<file path="src/rtl/micro_sequencer.sv">
// Next-address controller for the microcoded control store: decodes the
// sequencing field and flags into a command/load address for the micro-address counter.
module micro_sequencer #(
  parameter int                ADDR_W       = 11,
  parameter int                STACK_DEPTH  = 4,
  parameter logic [ADDR_W-1:0] RESET_VECTOR = 11'h000,
  parameter logic [ADDR_W-1:0] FAULT_VECTOR = 11'h7F0
) (
  input  logic                          clk_i,
  input  logic                          rst_ni,
  input  logic                          stall_i,
  input  logic [2:0]                    seq_op_i,
  input  logic [ADDR_W-1:0]             target_i,
  input  logic [2:0]                    cond_sel_i,
  input  logic [7:0]                    flags_i,
  input  logic [ADDR_W-1:0]             dispatch_addr_i,
  input  logic                          mem_ready_i,
  input  logic [ADDR_W-1:0]             addr_i,
  output logic [1:0]                    cmd_o,
  output logic [ADDR_W-1:0]             load_addr_o,
  output logic                          fault_o,
  output logic [$clog2(STACK_DEPTH):0]  sp_o
);

  // state | meaning
  // BOOT  | reset held or just released; force counter to RESET_VECTOR
  // RUN   | decode seq_op each cycle
  typedef enum logic {BOOT, RUN} state_t;

  localparam int IDX_W = $clog2(STACK_DEPTH);
  localparam int SP_W  = IDX_W + 1;

  localparam logic [1:0] CMD_NONE = 2'd0;
  localparam logic [1:0] CMD_INC  = 2'd1;
  localparam logic [1:0] CMD_LOAD = 2'd2;

  localparam logic [2:0] OP_NEXT     = 3'd0;
  localparam logic [2:0] OP_JUMP     = 3'd1;
  localparam logic [2:0] OP_BRT      = 3'd2;
  localparam logic [2:0] OP_BRF      = 3'd3;
  localparam logic [2:0] OP_DISPATCH = 3'd4;
  localparam logic [2:0] OP_CALL     = 3'd5;
  localparam logic [2:0] OP_RET      = 3'd6;
  localparam logic [2:0] OP_WAIT     = 3'd7;

  state_t            state_q, state_d;
  logic [SP_W-1:0]   sp_q, sp_d;
  logic              fault_q, fault_d;
  logic              push_en;
  logic [ADDR_W-1:0] stack_q [STACK_DEPTH];
  logic [IDX_W-1:0]  push_idx, pop_idx;
  logic [ADDR_W-1:0] ret_addr;
  logic              cond;

  assign cond     = flags_i[cond_sel_i];
  assign push_idx = IDX_W'(sp_q);
  assign pop_idx  = IDX_W'(sp_q - SP_W'(1));
  assign ret_addr = addr_i + ADDR_W'(1);

  always_comb begin
    state_d     = state_q;
    sp_d        = sp_q;
    fault_d     = fault_q;
    push_en     = 1'b0;
    cmd_o       = CMD_NONE;
    load_addr_o = '0;
    case (state_q)
      BOOT: begin
        cmd_o       = CMD_LOAD;
        load_addr_o = RESET_VECTOR;
        state_d     = RUN;
      end
      default: begin
        if (!stall_i) begin
          case (seq_op_i)
            OP_NEXT: cmd_o = CMD_INC;
            OP_JUMP: begin
              cmd_o       = CMD_LOAD;
              load_addr_o = target_i;
            end
            OP_BRT, OP_BRF: begin
              if (cond == (seq_op_i == OP_BRT)) begin
                cmd_o       = CMD_LOAD;
                load_addr_o = target_i;
              end else begin
                cmd_o = CMD_INC;
              end
            end
            OP_DISPATCH: begin
              cmd_o       = CMD_LOAD;
              load_addr_o = dispatch_addr_i;
            end
            OP_CALL: begin
              cmd_o = CMD_LOAD;
              if (sp_q == SP_W'(STACK_DEPTH)) begin
                load_addr_o = FAULT_VECTOR;
                fault_d     = 1'b1;
                sp_d        = '0;
              end else begin
                load_addr_o = target_i;
                push_en     = 1'b1;
                sp_d        = sp_q + SP_W'(1);
              end
            end
            OP_RET: begin
              cmd_o = CMD_LOAD;
              if (sp_q == '0) begin
                load_addr_o = FAULT_VECTOR;
                fault_d     = 1'b1;
              end else begin
                load_addr_o = stack_q[pop_idx];
                sp_d        = sp_q - SP_W'(1);
              end
            end
            default: cmd_o = mem_ready_i ? CMD_INC : CMD_NONE;
          endcase
        end
      end
    endcase
  end

  always_ff @(posedge clk_i or negedge rst_ni) begin
    if (!rst_ni) begin
      state_q <= BOOT;
      sp_q    <= '0;
      fault_q <= 1'b0;
    end else begin
      state_q <= state_d;
      sp_q    <= sp_d;
      fault_q <= fault_d;
    end
  end

  // Stack contents need no reset; occupancy alone defines validity.
  always_ff @(posedge clk_i) begin
    if (push_en) stack_q[push_idx] <= ret_addr;
  end

  assign fault_o = fault_q;
  assign sp_o    = sp_q;

endmodule

</file>
<file path="config.mk">
export PLATFORM = sky130hd
export DESIGN_NAME = micro_sequencer
export DESIGN_NICKNAME = d
export VERILOG_FILES = /design/src/rtl/micro_sequencer.sv
export SDC_FILE = /design/constraint.sdc
export NUM_CORES = 1
export LEC_CHECK = 0
export CAP_MARGIN = 30
export CORE_MARGIN = 2
export CORE_UTILIZATION = 31
export CTS_BUF_LIST = sky130_fd_sc_hd__clkbuf_8
export DETAILED_ROUTE_END_ITERATION = 8
export GPL_TIMING_DRIVEN = 0
export SYNTH_ARGS = -nofsm -noshare
export SYNTH_HDL_FRONTEND = slang
export SYNTH_SLANG_ARGS = --single-unit
</file>
<file path="constraint.sdc">
create_clock -name clk_i -period 3.1 [get_ports clk_i]
set_input_delay 0.62 -clock clk_i [delete_from_list [all_inputs] [get_ports clk_i]]
set_output_delay 0.62 -clock clk_i [all_outputs]
set_load 0.005 [all_outputs]
</file>
---- Word level (Yosys, flattened, before mapping) ----
Memory sizes are Yosys's and may differ from the RTL's.
Cells that the tools add are included.
word-level totals
  memories ................................ 1
  memory bits (writable) .................. 44
  output and inout bits ................... 17
  bits of input ports ..................... 51
  register bits after elaboration ......... 5
  word-level logic and storage cells ...... 52
memories
  memory   depth  bits a word  rd ports  clocked after memory_dff  wr ports  line  source
  stack_q  4      11           1         0                         1         50    logic [ADDR_W-1:0] stack_q [STACK_DEPTH];
cells by class
  equality and inequality tests ........... 11
  magnitude comparators ................... 1
  mux-type cells .......................... 25
  reduce and logical (&&, ||, !) cells .... 7
  bitwise gates (word level) .............. 1
  $add $sub $neg .......................... 3
operator list
  operator               number
  $mux 11                5
  $pmux 11 s5            1
  $eq 3x3->1 const B     4
  $add 11x1->11 const B  1
  $mux 1                 10
  $eq 3x2->1 const B     2
  $logic_not 3->1        2
  $mux 2                 3
  $mux 3                 2
  $ne 2x2->1 const B     3
  $pmux 2 s3             1
  $pmux 3 s2             1
  $reduce_and 5->1       1
  $lt 3x4->1 const B     1
  $reduce_and 4->1       1
  $reduce_or 4->1        1
  $add 3x1->3 const B    1
  $bmux 1 s3             1
  $eq 3x1->1 const B     1
  $sub 3x1->3 const B    1
  $pmux 1 s2             1
  $reduce_bool 2->1      1
  $reduce_or 2->1        1
  $eq 1x1->1             1
  $not 1->1              1

---- Logic depth before layout (Yosys ltp) ----
Gate-level depths: netlist of the first run.
  depth in word-level cells ............... 7
  mapped depth ............................ 10
  depth with buffers taken out ............ 7

---- Worst setup path before layout of the first run ----
OpenSTA, ideal clock, no wires.
  path type ............................... register -> output
  start point ............................. register sp_q[0] (netlist: sp_o[0])
  end point ............................... output port load_addr_o[8]
  data arrival time ....................... 2.564 ns
  cell stages (with the launch flop) ...... 10
  path slack .............................. -0.084 ns
  path buffers ............................ 3
  cells stage by stage .................... dfrtp_1 -> buf_2 -> clkbuf_1 -> inv_1 -> ha_1 -> clkbuf_1 -> mux4_2 -> and2_1 -> a311oi_1 -> a21oi_1
on the way
  longest elaborated chain between the ends .. 6
  elaborated cells on any way between the ends .. 9
RTL lines
  item                      line  source
  start: declaration        47    logic [SP_W-1:0] sp_q, sp_d;
  start signal: assignment  129   sp_q <= sp_d;
  $sub 3x1->3               -
  $mem_v2 4x11              -
  $mux 11                   107   if (sp_q == '0) begin
  $pmux 11 s5 *             75    case (seq_op_i)
  $mux 11 *                 74    if (!stall_i) begin
  $mux 11 *                 67    case (state_q)
  end: declaration          20    output logic [ADDR_W-1:0] load_addr_o,
Every way passes the cells marked *; elsewhere a longest branch is shown, timed or not.

---- Worst setup path after layout of the first run ----
  start point ............................. input port cond_sel_i[2]
  end point ............................... output port load_addr_o[6]
on the way
  longest elaborated chain between the ends .. 7
RTL lines
  item                          line  source
  start: declaration            14    input logic [2:0] cond_sel_i,
  $bmux 1 s3                    55    assign cond = flags_i[cond_sel_i];
  $mux 1 (not written as such)  55
  $eq 1x1->1                    82    if (cond == (seq_op_i == OP_BRT)) begin
  $mux 11                       82
  $pmux 11 s5                   75
  $mux 11                       74
  $mux 11                       67
Every way passes these cells. The select of a mux whose other input is x is not followed.

==> results of run 1 <==
metrics by stage:
stage	setup WS, ps	TNS (ps)
after floorplan	65.82	0
after global placement	-960.5	-10040
after detailed placement	-1006	-10400
after CTS	3.573	0
after global routing	0.4932	0
final	69.75	0
power groups by stage:
stage               Clock (uW)  Combinational [uW]  Sequential [uW]
detailed placement           0                 723              788
CTS                        385                 892              776
floorplan                    0                 453              782
global placement             0                 718              788
finish                     374                 943              778
global route               416                1010              780
worst max-delay path, stage by stage:
cell and delay, ps:
clkdlybuf4s50_1 460, mux4_2 340, mux2i_4 230, buf_6 140, buf_4 140, nand2_1 50
a21oi_1 150, dlygate4sd2_1 270
Yosys cell counts (all sizes together):
cell type  instances
a211o              1
a211oi             1
a21boi             1
a21oi             17
a221oi             4
a22o               1
a311oi             2
a31oi              3
a32oi              3
and2               2
and3              12
and3b              1
buf                5
clkbuf            10
conb               1
dfrtp              5
edfxtp            44
ha                 6
inv                9
mux2               3
mux2i              9
mux4               9
nand2             17
nand3              7
nand3b             2
nand4              1
nor2               4
nor2b              5
nor3               1
nor3b              4
o21ai             20
o22ai              1
o31ai              1
or3                2
xnor2              4
xor2               6
how the worst max path moves through the flow:
stage	start	to	slack (ps)	depth (start not counted)
global placement	sp_o[0]$_DFFE_PN0P_	load_addr_o[8]	-960	10
detailed placement	sp_o[0]$_DFFE_PN0P_	load_addr_o[8]	-1010	10
floorplan	sp_o[0]$_DFFE_PN0P_	load_addr_o[8]	70	9
global route	sp_o[0]$_DFFE_PN0P_	load_addr_o[8]	0.5	10
CTS	sp_o[0]$_DFFE_PN0P_	load_addr_o[8]	4	10
finish	cond_sel_i[2]	load_addr_o[6]	70	8
routing by layer:
layer | vias up | part of all wire (%) | GRT usage (%)
met2 | 99 | 47 | 24.93
met3 | 12 | 7.8 | 4.245
met4 | 0 | 1.5 | 3.739
met1 | 1019 | 44 | 20.52
li1 | 1014 | - | -
met5 | - | 0 | 0
state kept, by name (all words and copies together), names as in the netlist:
name and cells:
stack_q 44, fault_o 1, sp_o 3, state_q 1
layout make-up:
| type | count | share of cell area, % |
|---|---|---|
| clock inverters | 3 | 0.5587 |
| plain buffers | 13 | 3.188 |
| repair buffers | 75 | 18.63 |
| multi-input cells | 151 | 33.09 |
| inverters | 9 | 1.150 |
| clock buffers | 5 | 1.807 |
| well taps | 108 | 3.549 |
| flip-flops and latches | 49 | 38.02 |
repair_timing:
action | CTS | global route
setup endpoints to repair | 13 | 10
cloned | 1 | 0
endpoints found under the hold margin | 0 | 0
hold buffers | 0 | 0
pin swaps | 9 | 3
buffers inserted | 8 | 0
gates resized for setup | 79 | 20
cell families after synthesis:
family,count (synthesis)
flops,49
other cells,1
fa+ha+maj,6
xor+xnor,10
mux,21
simple gates,58
buf+inv,24
compound gates,55
==> qor.txt, run 1 <==
largest family of logic cells by synthesized area -> compound AO/OA/AOI/OAI gates
Clock Power Share -> 17.9%
Power, Total -> 2095 uW
XOR/XNOR Fraction of Synth Area -> 3.238%
Tmin final -> 3030 ps
Flop pwr share -> 37.1%
Synth area leaders -> edfxtp_1, mux4_2, dfrtp_1
Die ar. -> 9490 um2
number of global-route vias before repair -> 2153
post-synth top area share -> 48.84%
Leakage -> 0.001408 uW
CTS Root Buffer Type -> clkbuf_8
clk_skew -> 7.103 ps
Worst IR Drop VDD -> 0.2001 mV
Post-Syn Area -> 2705 um2
final period utilization -> 97.75%
worst hold start -> fault_o$_DFFE_PN0P_
r2r setup slk -> 840 ps
Placed Cells -> 398
Compound-Gate Fraction of Synth Area -> 12.86%
status -> completed
Simple-Gate Fraction of Synth Area -> 11.47%
commonest non-fill, non-tap cell in the layout -> edfxtp_1
Vias -> 2144
drt pass-1 iters -> 4
fillers -> 810
mux cell area share after synthesis -> 12.21%
Placed Area -> 3502 um2
Ys Warns -> 0
clock latency on the worst-skew pair -> 300 ps
Comb pwr share -> 45.0%
crit end category -> output port
initial antenna violation count -> 0
Worst Hold End -> fault_o$_DFFE_PN0P_
fmax -> 0.3300 GHz
Worst Hold Depth -> 2
most frequent cells in the layout -> edfxtp_1, clkdlybuf4s50_1, nand2_1
r2r startpoint -> sp_o[0]$_DFFE_PN0P_
Reg2Reg Capture Point -> stack_q[1][9]$_DFFE_PP_
# rows -> 34
clock-pin slew on the worst setup and hold paths -> 90 ps
Worst EP required -> 2480 ps
num ports -> 68
largest net degree at the start of global routing -> 17
Hold Path Class -> register to register
Total Wirelength -> 7286 um
GRT overflow -> 0
max_cap viols -> 0
adder-cell share of the synthesized area -> 2.775%
Yosys reg bits -> 49
Die Y-Extent -> 97.42 um
GP Congestion -> 0.8739
register area -> 1448 um2
area of the multi-input gates -> 1260 um2
Inserted Clock Buffers -> 5
Post-Syn Nets -> 281
Die W -> 97.42 um
worst-case clock buffer depth -> 2
first-pass GRT wire length -> 11520 um
RSZ-0062 raised after global routing -> false
sw frac -> 32.20%
H-tree levels -> 2
drt drc -> 0
DR vias/cell -> 5.191
worst-case reg-to-reg path depth -> 7
CTS tree -> yes
Mapped Cells -> 224
Layout area overhead -> 40.75%
Slew Limit Headroom -> 57.88%
WS Path Type -> input port to output port
startpoint types -> input port
Crit Path Max Fanout -> 4
Slew Limit Fails -> 0
final core utilization -> 44.31%
share of layout cells above drive strength 1 -> 24.26%
PD cells -> 550.2 nW/um2
post-synthesis sequential area ratio -> 53.47%
Int Pwr -> 1420 uW
antenna-violating nets left -> 0
Min Hold Slack -> 491.3 ps
# nets final -> 361
WL per Instance -> 17.64 um
Port Buffers -> 66
Worst EP arrival -> 2410 ps
core box area -> 8593 um2
# setup viols final -> 0
mean post-synth cell area -> 12.08 um2
Post-Layout Cell Count -> 413
Clock Sinks -> 49
Final Hold Vio Count -> 0
Diodes inserted -> 0
largest area contributor in the netlist -> edfxtp_1
design area -> 3807 um2
Worst Tran Pin Value -> 631.8 ps
gr usage total -> 15.37%
Synth cell types -> 44
switching power -> 674.5 uW
Iter 0 DRT Violations -> 84
dpl hpwl -> 5077 um
Initial Util -> 31.48%
(Power assumes the default switching activity.)
==> inputs of run 2 (changes only) <==
--- a/config.mk
+++ b/config.mk
@@ -11,6 +11,7 @@
 export CTS_BUF_LIST = sky130_fd_sc_hd__clkbuf_8
 export DETAILED_ROUTE_END_ITERATION = 8
 export GPL_TIMING_DRIVEN = 0
+export RECOVER_POWER = 50
 export SYNTH_ARGS = -nofsm -noshare
 export SYNTH_HDL_FRONTEND = slang
 export SYNTH_SLANG_ARGS = --single-unit
==> run 2 against run 1 <==
  * Via count fell by 0.89%
  * Clock skew barely moved
  * Die area did not move
  * Non-clock buffer count did not move
  * Sequential share of layout area barely moved
  * Largest power group unchanged
  * Count of clock-buffer cells in the layout did not move
  * Power fell by 0.54%
  * Maximum frequency barely moved
==> qor.txt, run 2 (synthesis results as in run 1) <==
status -> completed
# nets final -> 361 (unchanged)
design area -> 3804 um2 (about the same)
Tmin final -> 3028 ps (-2.189 ps)
Slew Limit Headroom -> 57.73% (-0.15 points)
Reg2Reg Capture Point -> stack_q[1][9]$_DFFE_PP_
Worst Hold End -> fault_o$_DFFE_PN0P_
# setup viols final -> 0 (unchanged)
core box area -> 8593 um2 (unchanged)
Top delay family on crit path -> buffers and inverters
Slew Limit Fails -> 0 (unchanged)
dpl hpwl -> 5077 um (unchanged)
max_cap viols -> 0 (unchanged)
drt pass-1 iters -> 4 (unchanged)
Iter 0 DRT Violations -> 80 (-4.8%)
# rows -> 34 (unchanged)
most frequent cells in the layout -> edfxtp_1, clkdlybuf4s50_1, nand2_1
Crit Path Max Fanout -> 4 (unchanged)
Diodes inserted -> 0 (unchanged)
CTS Root Buffer Type -> clkbuf_8
PD cells -> 547.8 nW/um2 (-0.44%)
RSZ-0062 raised after global routing -> false
fmax -> 0.3302 GHz (about the same)
Die ar. -> 9490 um2 (unchanged)
number of global-route vias before repair -> 2153 (unchanged)
largest net degree at the start of global routing -> 17 (unchanged)
TNS Setup -> 0 ps (unchanged)
Slowest cell on crit path -> clkdlybuf4s50_1
Die Y-Extent -> 97.42 um (unchanged)
worst-case reg-to-reg path depth -> 7 (unchanged)
worst path cell trace -> clkdlybuf4s50_1 > mux4_2 > mux2i_4 > buf_6 > buf_4 > nand2_1 > a21oi_1 > dlygate4sd2_1
sw frac -> 32.30% (+0.10 points)
Min Hold Slack -> 486.2 ps (-5.028 ps)
Port Buffers -> 66 (unchanged)
first-pass GRT wire length -> 11520 um (unchanged)
r2r startpoint -> sp_o[0]$_DFFE_PN0P_
Int Pwr -> 1411 uW (-0.69%)
Comb pwr share -> 44.8% (-0.2 points)
share of layout cells above drive strength 1 -> 23.93% (-0.33 points)
GP Congestion -> 0.8739 (unchanged)
DR vias/cell -> 5.145 (-0.89%)
Total Wirelength -> 7272 um (-0.19%)
Clock Sinks -> 49 (unchanged)
crit end category -> output port
register with the most flip-flops -> stack_q
Layout area overhead -> 40.61% (about the same)
Worst EP required -> 2480 ps (about the same)
WL per Instance -> 17.61 um (-0.19%)
clk_skew -> 6.855 ps (-0.2474 ps)
num ports -> 68 (unchanged)
WS Path Type -> input port to output port
switching power -> 672.9 uW (-0.23%)
Worst IR Drop VDD -> 0.1976 mV (-1.2%)
antenna-violating nets left -> 0 (unchanged)
Buf/Inv on CP -> 4 (unchanged)
Inserted Clock Buffers -> 5 (unchanged)
Vias -> 2125 (-0.89%)
Final Hold Vio Count -> 0 (unchanged)
Clock Power Share -> 17.9% (about the same)
drt drc -> 0 (unchanged)
initial antenna violation count -> 0 (unchanged)
worst hold start -> fault_o$_DFFE_PN0P_
startpoint types -> input port
CTS tree -> yes
H-tree levels -> 2 (unchanged)
Placed Area -> 3502 um2 (unchanged)
Die W -> 97.42 um (unchanged)
Leakage -> 0.001399 uW (-0.58%)
GRT overflow -> 0 (unchanged)
clock latency on the worst-skew pair -> 300 ps (about the same)
largest stage delay on the critical path -> 460 ps (about the same)
Worst Tran Pin Value -> 634.0 ps (+2.219 ps)
Worst Hold Depth -> 2 (unchanged)
gr usage total -> 15.37% (unchanged)
Worst EP arrival -> 2410 ps (about the same)
final period utilization -> 97.68% (about the same)
commonest non-fill, non-tap cell in the layout -> edfxtp_1
Hold Path Class -> register to register
Initial Util -> 31.48% (unchanged)
clock-pin slew on the worst setup and hold paths -> 90 ps (about the same)
r2r setup slk -> 840 ps (about the same)
max FFs per register -> 44 (unchanged)
Flop pwr share -> 37.3% (+0.2 points)
worst-case clock buffer depth -> 2 (unchanged)
-- run 2: area by class of cell --
type | count | area, um2
Tap cell | 108 | 135.1
Inverter | 9 | 43.79
Buffer | 13 | 121.4
Timing Repair Buffer | 75 | 705.7
Sequential cell | 49 | 1448
Fill cell | 809 | 4790
Clock buffer | 5 | 68.82
Multi-Input combinational cell | 151 | 1260
Clock inverter | 3 | 21.27
-- run 2: worst max path at each step --
stage | startpoint | to | slack [ps] | cells after the start
after floorplan | sp_o[0]$_DFFE_PN0P_ | load_addr_o[8] | 70 | 9
after global placement | sp_o[0]$_DFFE_PN0P_ | load_addr_o[8] | -960 | 10
after detailed placement | sp_o[0]$_DFFE_PN0P_ | load_addr_o[8] | -1010 | 10
after CTS | sp_o[0]$_DFFE_PN0P_ | load_addr_o[8] | 4 | 10
after global routing | sp_o[0]$_DFFE_PN0P_ | load_addr_o[8] | 2 | 10
final | cond_sel_i[2] | load_addr_o[6] | 70 | 8
-- run 2: repair_timing --
| item | CTS | global route |
|---|---|---|
| buffers inserted | 8 | 0 |
| gates cloned | 1 | 0 |
| resized for setup | 79 | 20 |
| pin swaps | 9 | 3 |
| endpoints found under the setup margin | 13 | 10 |
| hold buffers | 0 | 0 |
-- run 2: worst reg2reg max path: stages, from the launching register on --
cell and delay, ps:
dfrtp_2 420, buf_12 110, clkbuf_16 150, inv_8 40
ha_4 180, nand2_1 60, and3_1 320, and3_1 620
-- run 2: routing by layer --
layer | up-vias | global-route usage, % | routed length [um]
li1 | 1016 | - | -
met1 | 1005 | 20.52 | 3199
met2 | 94 | 24.93 | 3394
met3 | 10 | 4.245 | 571
met4 | 0 | 3.739 | 107
met5 | - | 0 | 0
-- run 2: stage by stage --
stage	util [%]	power, uW	worst slack [ps]	instances
CTS	43.61	2054	3.573	413
global route	44.26	2194	1.942	413
detailed placement	40.75	1511	-1006	398
finish	44.26	2084	71.94	413
floorplan	-	1235	65.82	224
global placement	40.75	1507	-960.5	398
-- run 2: power by group through the flow --
stage / registers (uW) / clock network, uW / logic, uW
6_report: 777 / 373 / 934
5_1_grt: 779 / 416 / 999
4_1_cts: 776 / 385 / 892
3_5_place_dp: 788 / 0 / 723
3_3_place_gp: 788 / 0 / 718
2_1_floorplan: 782 / 0 / 453
==> inputs of run 3 (changes only) <==
--- a/config.mk
+++ b/config.mk
@@ -12,6 +12,8 @@
 export DETAILED_ROUTE_END_ITERATION = 8
 export GPL_TIMING_DRIVEN = 0
 export RECOVER_POWER = 50
+export SKIP_LAST_GASP = 1
+export SLEW_MARGIN = 20
 export SYNTH_ARGS = -nofsm -noshare
 export SYNTH_HDL_FRONTEND = slang
 export SYNTH_SLANG_ARGS = --single-unit
==> run 3 against run 2 <==
  * Flip-flop and latch count is the same
  * Critical endpoint unchanged
  * Sequential share of layout area is essentially flat
  * Power is essentially flat
  * Clock power is essentially flat
==> qor.txt, run 3 (synthesis results as in run 1) <==
status -> completed
Worst path depth -> 8 (unchanged)
GP Congestion -> 0.8739 (unchanged)
max FFs per register -> 44 (unchanged)
Hold-fix buffers, CTS -> 0 (unchanged)
Worst Setup EP -> load_addr_o[6]
num ports -> 68 (unchanged)
Iter 0 DRT Violations -> 85 (+6.3%)
switching power -> 667.4 uW (-0.81%)
Worst EP required -> 2480 ps (about the same)
Die ar. -> 9490 um2 (unchanged)
commonest non-fill, non-tap cell in the layout -> edfxtp_1
WL per Instance -> 17.55 um (-0.33%)
# setup viols final -> 0 (unchanged)
Die Y-Extent -> 97.42 um (unchanged)
register with the most flip-flops -> stack_q
met1 usage -> 20.52% (unchanged)
startpoint types -> input port
Layout area overhead -> 40.66% (about the same)
Crit Path Max Fanout -> 4 (unchanged)
crit end category -> output port
final worst slack -> 71.37 ps (-0.5667 ps)
Min Hold Slack -> 486.2 ps (-0.01400 ps)
clock latency on the worst-skew pair -> 290 ps (about the same)
Inserted Clock Buffers -> 5 (unchanged)
Hold Path Class -> register to register
# nets final -> 361 (unchanged)
GRT met3 Usage -> 4.245% (unchanged)
H-tree levels -> 2 (unchanged)
number of global-route vias before repair -> 2153 (unchanged)
Slowest cell on crit path -> clkdlybuf4s50_1
Slew Limit Headroom -> 58.00% (+0.27 points)
max_cap viols -> 0 (unchanged)
# rows -> 34 (unchanged)
CTS Root Buffer Type -> clkbuf_8
worst path cell trace -> clkdlybuf4s50_1 > mux4_2 > mux2i_4 > buf_6 > buf_4 > nand2_1 > a21oi_1 > dlygate4sd2_1
fmax -> 0.3302 GHz (about the same)
Leakage -> 0.001402 uW (+0.16%)
GRT overflow -> 0 (unchanged)
dpl hpwl -> 5077 um (unchanged)
Most Crowded Layer GR -> met2
Worst IR Drop VDD -> 0.2006 mV (+1.5%)
drt drc -> 0 (unchanged)
Worst EP arrival -> 2410 ps (about the same)
PD cells -> 547.3 nW/um2 (about the same)
largest net degree at the start of global routing -> 17 (unchanged)
Int Pwr -> 1415 uW (+0.32%)
worst-case clock buffer depth -> 2 (unchanged)
CTS tree -> yes
Setup WS pre-CTS -> -1006 ps (unchanged)
most frequent cells in the layout -> edfxtp_1, clkdlybuf4s50_1, nand2_1
Clock Sinks -> 49 (unchanged)
grt met2 use -> 24.93% (unchanged)
Die W -> 97.42 um (unchanged)
first-pass GRT wire length -> 11520 um (unchanged)
Comb pwr share -> 44.9% (about the same)
Placed Area -> 3502 um2 (unchanged)
final period utilization -> 97.70% (about the same)
Tmin final -> 3029 ps (+0.5667 ps)
initial antenna violation count -> 0 (unchanged)
Port Buffers -> 66 (unchanged)
Final Hold Vio Count -> 0 (unchanged)
worst-case reg-to-reg path depth -> 7 (unchanged)
clk_skew -> 7.866 ps (+1.010 ps)
design area -> 3805 um2 (about the same)
Vias -> 2123 (-0.094%)
gr usage total -> 15.37% (unchanged)
r2r setup slk -> 850 ps (about the same)
Initial Util -> 31.48% (unchanged)
Total Wirelength -> 7248 um (-0.33%)
DR vias/cell -> 5.140 (about the same)
Top delay family on crit path -> buffers and inverters
Slew Limit Fails -> 0 (unchanged)
WS Path Type -> input port to output port
Diodes inserted -> 0 (unchanged)
RSZ-0062 raised after global routing -> true
r2r startpoint -> sp_o[0]$_DFFE_PN0P_
core box area -> 8593 um2 (unchanged)
largest stage delay on the critical path -> 460 ps (about the same)
share of layout cells above drive strength 1 -> 24.26% (+0.33 points)
Flop pwr share -> 37.3% (about the same)
Buf/Inv on CP -> 4 (unchanged)
antenna-violating nets left -> 0 (unchanged)
crit path launch -> cond_sel_i[2]
clock-pin slew on the worst setup and hold paths -> 90 ps (about the same)
drt pass-1 iters -> 5 (+1)
Reg2Reg Capture Point -> stack_q[1][10]$_DFFE_PP_
Worst Tran Pin Value -> 630.0 ps (-3.979 ps)
Clock Power Share -> 17.8% (about the same)
sw frac -> 32.05% (-0.25 points)
## run 3: changes by cell type in the layout (fill, tap and decap cells not counted)
cell / delta
inv_6: +1
clkbuf_1: -1
buf_4: +1
inv_8: -1
## run 3: layer usage
layer / share of wire [%] / wire (um)
met1: 42 / 3068
met2: 47 / 3419
met3: 9.0 / 652
met4: 1.5 / 108
met5: 0 / 0
## run 3: cell type report
cell class              instances  area, um2
multi-input cells             151       1260
fillers                       811       4788
inverters                       9      41.29
plain buffers                  13      121.4
clock inverters                 3      21.27
clock buffers                   5      68.82
well taps                     108      135.1
flip-flops and latches         49       1448
repair buffers                 75      709.4
## run 3: worst min-delay path by stage
stage | endpoint | slack (ps) | from | cells past startpoint
2_1_floorplan | fault_o$_DFFE_PN0P_ | 320 | rst_ni | 0
3_3_place_gp | fault_o$_DFFE_PN0P_ | 470 | fault_o$_DFFE_PN0P_ | 2
3_5_place_dp | fault_o$_DFFE_PN0P_ | 460 | fault_o$_DFFE_PN0P_ | 2
4_1_cts | fault_o$_DFFE_PN0P_ | 480 | fault_o$_DFFE_PN0P_ | 2
5_1_grt | fault_o$_DFFE_PN0P_ | 560 | fault_o$_DFFE_PN0P_ | 2
6_report | fault_o$_DFFE_PN0P_ | 490 | fault_o$_DFFE_PN0P_ | 2
## run 3: power by group through the flow
stage	registers [uW]	logic [uW]	clock network [uW]
floorplan	782	453	0
global placement	788	718	0
detailed placement	788	723	0
CTS	776	892	385
global route	779	1000	416
finish	777	935	371
## run 3: what timing repair did
item / in CTS / in global routing
buffers inserted: 8 / 0
setup endpoints to repair: 13 / 10
resized for setup: 79 / 19
hold endpoints to repair: 0 / 0
pin swaps: 9 / 3
gates cloned: 1 / 0
## run 3: through the flow
stage / utilization, % / power (uW) / cells / setup TNS, ps
4_1_cts: 43.61 / 2054 / 413 / 0
2_1_floorplan: - / 1235 / 224 / 0
5_1_grt: 44.28 / 2195 / 413 / -2.143
6_report: 44.28 / 2083 / 413 / 0
3_5_place_dp: 40.75 / 1511 / 398 / -10400
3_3_place_gp: 40.75 / 1507 / 398 / -10040
## run 3: tightest hold or removal path: cells and delay by family (launching register included)
| kind | cells | cell delay (ps) |
|---|---|---|
| AO/OA/AOI/OAI | 1 | 60 |
| buffers and inverters | 1 | 40 |
| flip-flops | 1 | 360 |
